## config.mk

```make
export PLATFORM = sky130hd
export DESIGN_NAME = rr_arbiter_4
export DESIGN_NICKNAME = d
export VERILOG_FILES = /design/src/rtl/rr_arbiter_4.sv
export SDC_FILE = /design/constraint.sdc
export NUM_CORES = 1
export LEC_CHECK = 0
export BUFFER_PORTS_ARGS = -buffer_cell sky130_fd_sc_hd__clkbuf_2
export CORE_AREA = 2 2 51 48
export CTS_CLUSTER_DIAMETER = 40
export DETAILED_ROUTE_END_ITERATION = 12
export DIE_AREA = 0 0 53 50
export GPL_ROUTABILITY_DRIVEN = 0
export MAX_ROUTING_LAYER = met4
export PLACE_DENSITY = 0.63
export SYNTH_ARGS = -nofsm -noshare
export SYNTH_HDL_FRONTEND = slang
export SYNTH_SLANG_ARGS = --single-unit
```

## constraint.sdc

```tcl
create_clock -name clock_i -period 1.7 [get_ports clock_i]
set_input_delay 0.085 -clock clock_i [delete_from_list [all_inputs] [get_ports clock_i]]
set_output_delay 0.085 -clock clock_i [all_outputs]
set_load 0.1 [all_outputs]
```

## src/rtl/rr_arbiter_4.sv

```systemverilog
// Four-way round-robin arbiter driving a one-hot select resource.
// Each tenure is bounded by MAX_HOLD, and there is one dead cycle between owners.
module rr_arbiter_4 #(
    parameter int MAX_HOLD = 15,
    parameter int HOLD_W   = 4
) (
    input  logic       clock_i,
    input  logic       reset_i,
    input  logic [3:0] req_i,
    output logic [3:0] gnt_o,
    output logic       gnt_valid_o,
    output logic [1:0] gnt_idx_o,
    output logic       timeout_o
);

    typedef enum logic {
        IDLE  = 1'b0,
        GRANT = 1'b1
    } state_t;

    localparam logic [HOLD_W-1:0] HOLD_LIMIT = HOLD_W'(MAX_HOLD);
    localparam logic [HOLD_W-1:0] HOLD_SAT   = {HOLD_W{1'b1}};
    localparam logic [HOLD_W-1:0] HOLD_ONE   = HOLD_W'(1);
    localparam bit                LIMIT_EN   = (MAX_HOLD != 0);

    state_t            state_q, state_d;
    logic [3:0]        gnt_q, gnt_d;
    logic              gnt_valid_q, gnt_valid_d;
    logic [1:0]        gnt_idx_q, gnt_idx_d;
    logic              timeout_q, timeout_d;
    logic [1:0]        ptr_q, ptr_d;
    logic [HOLD_W-1:0] hold_cnt_q, hold_cnt_d;

    // Requests rotated so that bit 0 is the current highest-priority requester.
    logic [3:0] rot_req;
    generate
        for (genvar gi = 0; gi < 4; gi++) begin : g_rot
            assign rot_req[gi] = req_i[ptr_q + 2'(gi)];
        end
    endgenerate

    logic [1:0] win_off;
    logic [1:0] winner;
    logic       owner_req;
    logic       limit_hit;

    always_comb begin
        win_off = 2'd3;
        if (rot_req[0]) begin
            win_off = 2'd0;
        end else if (rot_req[1]) begin
            win_off = 2'd1;
        end else if (rot_req[2]) begin
            win_off = 2'd2;
        end
    end

    assign winner    = ptr_q + win_off;
    assign owner_req = req_i[gnt_idx_q];
    assign limit_hit = LIMIT_EN && (hold_cnt_q == HOLD_LIMIT);

    always_comb begin
        state_d     = state_q;
        gnt_d       = gnt_q;
        gnt_valid_d = gnt_valid_q;
        gnt_idx_d   = gnt_idx_q;
        timeout_d   = 1'b0;
        ptr_d       = ptr_q;
        hold_cnt_d  = hold_cnt_q;

        unique case (state_q)
            IDLE: begin
                if (|req_i) begin
                    gnt_d       = 4'b0001 << winner;
                    gnt_idx_d   = winner;
                    gnt_valid_d = 1'b1;
                    hold_cnt_d  = HOLD_ONE;
                    state_d     = GRANT;
                end
            end
            GRANT: begin
                if (!owner_req || limit_hit) begin
                    // Revoked owner drops to lowest priority for the next round.
                    gnt_d       = 4'b0000;
                    gnt_valid_d = 1'b0;
                    ptr_d       = gnt_idx_q + 2'd1;
                    timeout_d   = limit_hit && owner_req;
                    state_d     = IDLE;
                end else if (hold_cnt_q != HOLD_SAT) begin
                    hold_cnt_d = hold_cnt_q + HOLD_ONE;
                end
            end
            default: begin
                state_d = IDLE;
            end
        endcase
    end

    always_ff @(posedge clock_i or posedge reset_i) begin
        if (reset_i) begin
            state_q     <= IDLE;
            gnt_q       <= 4'b0000;
            gnt_valid_q <= 1'b0;
            gnt_idx_q   <= 2'd0;
            timeout_q   <= 1'b0;
            ptr_q       <= 2'd0;
            hold_cnt_q  <= '0;
        end else begin
            state_q     <= state_d;
            gnt_q       <= gnt_d;
            gnt_valid_q <= gnt_valid_d;
            gnt_idx_q   <= gnt_idx_d;
            timeout_q   <= timeout_d;
            ptr_q       <= ptr_d;
            hold_cnt_q  <= hold_cnt_d;
        end
    end

    assign gnt_o       = gnt_q;
    assign gnt_valid_o = gnt_valid_q;
    assign gnt_idx_o   = gnt_idx_q;
    assign timeout_o   = timeout_q;

endmodule

```

-- Word level (Yosys, flattened, before mapping)
Index checks and enable logic that the tools add are counted.
- bits in registers: 15
- bits in latches: 0
- bits in writable memories: 0
- ROM bits: 0
- bits of input ports: 6
- output and inout port bits: 8
- word-level logic and storage cells: 58
- memories: 0
- add/subtract/negate cells: 5
- $mul: 0
- divide/modulo/power cells: 0
- $lt $le $gt $ge: 4
- eq/ne operators: 6
- shift operators: 1
- muxes and demuxes: 26
- bitwise gates (word level): 1
- reductions and logical operators: 8
- operator list (cell ; count):
    $mux 4 ; 5
    $pmux 4 s2 ; 2
    $lt 2x3->1 const B ; 4
    $mux 1 ; 11
    $bmux 1 s2 ; 4
    $reduce_and 2->1 ; 3
    $add 2x1->2 const B ; 2
    $add 4x1->4 const B ; 1
    $eq 4x4->1 const B ; 1
    $mux 2 ; 2
    $ne 2x1->1 const B ; 2
    $ne 2x2->1 const B ; 2
    $ne 4x4->1 const B ; 1
    $pmux 1 s2 ; 2
    $reduce_or 4->1 ; 1
    $shl 1x2->4 const A ; 1
    $reduce_and 3->1 ; 1
    $add 2x2->2 ; 1
    $add 2x2->2 const B ; 1
    $logic_and 1x1->1 ; 1
    $logic_not 1->1 ; 1
    $logic_or 1x1->1 ; 1
    $not 1->1 ; 1

-- Depth between registers and ports, before layout
- depth in word-level cells: 10
- depth in mapped cells: 8
- gate-level depth less buffers: 7

-- Worst setup path after synthesis
OpenSTA, ideal clock, no wires.
- path type: register -> register
- start point: register gnt_idx_q[0] (netlist: gnt_idx_o[0])
- end point: register gnt_q[1] (netlist: gnt_o[1])
- library setup time: 0.120 ns
- arrival time: 2.243 ns
- data required time: 1.580 ns
- setup slack: -0.663 ns
- cell stages (with the launch flop): 6
- buffers on the path: 1
- clock period less this slack: 2.363 ns
- cell sequence: dfrtp_1 > mux4_2 > a21bo_1 > buf_6 > and3_4 > a31o_1
- word-level cells in the longest chain between the ends: 6
- ends and longest elaborated chain (what ; line ; source):
    start: declaration ; 29 ; logic [1:0] gnt_idx_q, gnt_idx_d;
    start signal: assignment ; 112 ; gnt_idx_q <= gnt_idx_d;
    $bmux 1 s2 ; 59 ; assign owner_req = req_i[gnt_idx_q];
    $mux 1 (implied by the code) ; 59 ;
    $logic_not 1->1 ; 82 ; if (!owner_req || limit_hit) begin
    $logic_or 1x1->1 ; 82 ;
    $ne 2x1->1 (no source line) ; - ;
    $reduce_and 2->1 (no source line) ; - ;
    end signal: assignment ; 110 ; gnt_q <= gnt_d;
    end: declaration ; 27 ; logic [3:0] gnt_q, gnt_d;
No other way between the ends. The select of a mux whose other input is x is not followed.
A chain may end at the register's enable or synchronous reset.

-- Worst setup path after layout
- start point: register ptr_q[1]
- end point: register gnt_q[0] (netlist: gnt_o[0])
- word-level cells in the longest chain between the ends: 10
- elaborated cells on any way between the ends: 15
- classes of those cells: add/sub: 3; shift: 1; mux: 11
- ends and longest elaborated chain (what ; line ; source):
    start: declaration ; 31 ; logic [1:0] ptr_q, ptr_d;
    start signal: assignment ; 114 ; ptr_q <= ptr_d;
    $add 2x2->2 ; 38 ; assign rot_req[gi] = req_i[ptr_q + 2'(gi)];
    $bmux 1 s2 ; 38 ;
    $mux 1 (implied by the code) ; 38 ;
    $mux 1 ; 53 ; end else if (rot_req[2]) begin
    $mux 2 ; 51 ; end else if (rot_req[1]) begin
    $mux 2 ; 49 ; if (rot_req[0]) begin
    $add 2x2->2 (*) ; 58 ; assign winner = ptr_q + win_off;
    $shl 1x2->4 (*) ; 74 ; gnt_d = 4'b0001 << winner;
    $mux 4 (*) ; 73 ; if (|req_i) begin
    $pmux 4 s2 (*) ; 71 ; unique case (state_q)
Every way passes the cells marked *; elsewhere a longest branch is shown, timed or not. The select of a mux whose other input is x is not followed.

==> summary.md <==
| Metric | Value |
|---|---|
| Gate power share | about two thirds |
| Row Count | 16 |
| DR WL/cell | 13.3 um |
| Top-Level Pins | 14 |
| Clock power frac | 8.6% |
| Num CTS Buffers | 3 |
| H-tree Lvls | 1 |
| Detail-routed via count per cell | 5.35 |
| CTS root buf | clkbuf_4 |
| First-pass GRT wire length | 3.11 mm |
| Setup_tns | -368 ps |
| Data required, critical path | between 1500 and 2000 ps |
| P_sw | between 1 and 1.5 mW |
| Seq pwr share | 25.9% |
| Slew at the pin closest to its max-slew limit | between 500 and 600 ps |
| Fin util | approximately 53% |
| Maximum root-to-sink buffer count | 2 |
| Failing checks | setup timing |
| Vias in the first global route | 699 |
| Die area | 2650 sq um |
| Final nets | 120 |
| Detail Route Antenna Nets | 0 |
| Initial antenna violation count | 0 |
| Area fraction of the dominant cell type after synthesis | 46.2% |
| Largest net degree at the start of global routing | 16 |
| Register bit total from synthesis | 15 |
| P_int | approximately 1.2 mW |
| IO Port Bufs | 13 |
| Yosys warnings | 0 |
| Startpoint Class | flip-flop |
| IR drop worst, VDD | 1.39 mV |
| Clock Latency Late Sink | roughly 280 ps |
| Final hold vios | 0 |
| Area Overhead vs Synth | 36.0% |
| Critical Path AT | 1990 ps |
| Vias | approximately 740 |
| Share of layout cells above drive strength 1 | 39.6% |
| FILL cells | about 210 |
| Drt pass-1 iters | 4 |
| Total grt overflow | 0 |
| N_diodes | 0 |
| Die H | 50 um |
| Place WS | -183 ps |
| Fin crit period | 1820 ps |
| Crit-path max FO | 5 |
| RSZ-0062 raised after global routing | yes |
| DRC Markers | 0 |
| Setup-failing EPs final | 5 |
| P per Cell Area | 2140 nW/um^2 |
| Dpl hpwl | 1.34 mm |
| Mapped Area | 813 sq um |
| R2R Path Start | ptr_q[1] |
| Leakage | 0.498 nW |
| Ranking of synthesized cells by area | dfrtp_1 (46%), nand2_1 (5.1%), nand3_1 (4.3%), o21ai_0 (4.3%), ha_1 (3.1%) |
| Die width | between 50 and 60 um |
| Crit share post-route | 107% |
| Final-report max-slew violation count | 0 |
| Worst Reg2Reg Path Length in Cells | 6 |
| Min Hold Slack | 372 ps |
| Synth cell types | 33 |
| Total power draw | 2.37 mW |
| Wirelength, routed | around 1.8 mm |
| Fraction of the yosys area taken by sequential cells | 46.2% |
| Top cell type by total area after synthesis | dfrtp_1 |
| Initial Util | 38.7% |
| Syn_nets | 91 |
| Iter 0 DRT Violations | 13 |
| Post-route setup slack | -121 ps |
| Reg-to-Reg End | gnt_o[0] |
| Highest-count cells in the layout ignoring fill and taps | dfrtp_1 (13), clkbuf_2 (13), buf_4 (12), nand2_1 (11), nand3_1 (7) |
| CP endpoint kind | flip-flop |
| TritonCTS clock tree | done |
| Mean Syn Cell Area | around 10 sq um |
| Worst hold-check path type | primary input to async pin |
| Mapped Cells | 83 |
| Max-cap violations | 0 |
| # clock sinks | 15 |
| FMAX | 549 MHz |
| Rel. slew slack | 62.3% |
| Flop2flop setup slack | -120 ps |
| Core area | 2100 sq um |
| Status | finished, violations left |
| Clk slew on worst S/H paths | 90 ps |
| Crit Path Class | flip-flop to flip-flop |
| Worst Skew | about 10 ps |
| GRT Resource Usage Total | between 10% and 20% |
| Sw frac | 50.4% |
[metrics by stage]
step / instance area, sq um / cells
floorplan: 828 / 83
global placement: 995 / 132
detailed placement: 995 / 132
CTS: 1060 / 137
global route: 1110 / 138
finish: 1110 / 138
[Yosys cell counts (all sizes together)]
cell type  count
a211oi         1
or3            2
clkbuf         1
dfrtp         15
a21oi          3
nor2b          1
nand3          7
o21ai          7
o21bai         1
xnor2          1
and3           1
nand2         11
nand3b         1
o211ai         2
nor2           4
or3b           1
buf            2
a32oi          1
a31oi          1
a31o           1
mux4           1
a21o           2
nand2b         3
a32o           2
ha             2
inv            3
a221o          1
mux2           1
a21bo          1
a21boi         1
o31ai          2
[per-layer routing]
layer	track usage, %	wire length [um]	share of wire, %	vias to the layer above
met5	-	0	0	-
met3	2.12	75	4.1	2
li1	-	-	-	359
met1	21.9	879	48	361
met4	7.69	10	0.55	0
met2	24.4	867	47	16
[worst max-delay path, cell delays in order (launching register included)]
cell	delay [ps]
dfrtp_1	430
buf_6	160
a221o_1	380
ha_4	190
a31oi_4	160
a32oi_4	160
a32o_1	230
[power groups by stage]
stage          combinational (mW)  clock, mW  sequential, mW
4_1_cts                      1.45      0.209           0.614
3_5_place_dp                 1.37          0           0.617
2_1_floorplan               0.603          0            1.04
5_1_grt                      1.68      0.231           0.635
6_report                     1.55      0.203           0.614
3_3_place_gp                 1.35          0           0.610
[registers in the layout, summed over array words and instances, names as in the netlist]
name / cells
gnt_o: 4
hold_cnt_q: 4
gnt_idx_o: 2
ptr_q: 2
gnt_valid_o: 1
state_q: 1
timeout_o: 1
[layout make-up]
class | count | area, sq um | area share, %
sequential | 15 | 380 | 34.4
tap | 27 | 33.8 | 3.05
multi-input combinational | 62 | 478 | 43.2
clock buffer | 4 | 26.3 | 2.38
timing repair buffer | 27 | 176 | 16.0
inverter | 3 | 11.3 | 1.02
[worst max path at each step]
stage / from / to / slack (ps) / cells after the start
5_1_grt: ptr_q[0] / gnt_o[0] / -210 / 7
2_1_floorplan: gnt_idx_o[0] / gnt_o[1] / -250 / 5
6_report: ptr_q[1] / gnt_o[0] / -120 / 6
3_3_place_gp: ptr_q[0] / gnt_o[1] / -140 / 7
3_5_place_dp: ptr_q[0] / gnt_o[1] / -180 / 7
4_1_cts: ptr_q[0] / gnt_o[0] / -110 / 7
[kinds of logic after synthesis]
family / after synthesis / synth area share, %
fa+ha+maj: 2 / 3.08
buf+inv: 6 / 3.84
mux: 2 / 4.15
xor+xnor: 1 / 1.08
compound gates: 26 / 22.5
simple gates: 31 / 19.2
flops: 15 / 46.2
[timing repair]
action | CTS | global route
endpoints found under the setup margin | 5 | 6
setup buffers | 0 | 1
gates resized for setup | 9 | 6
hold buffers | 1 | 0
pin swaps | 8 | 1
endpoints found under the hold margin | 15 | 0
Note: power is estimated with default switching activity, not from simulation.
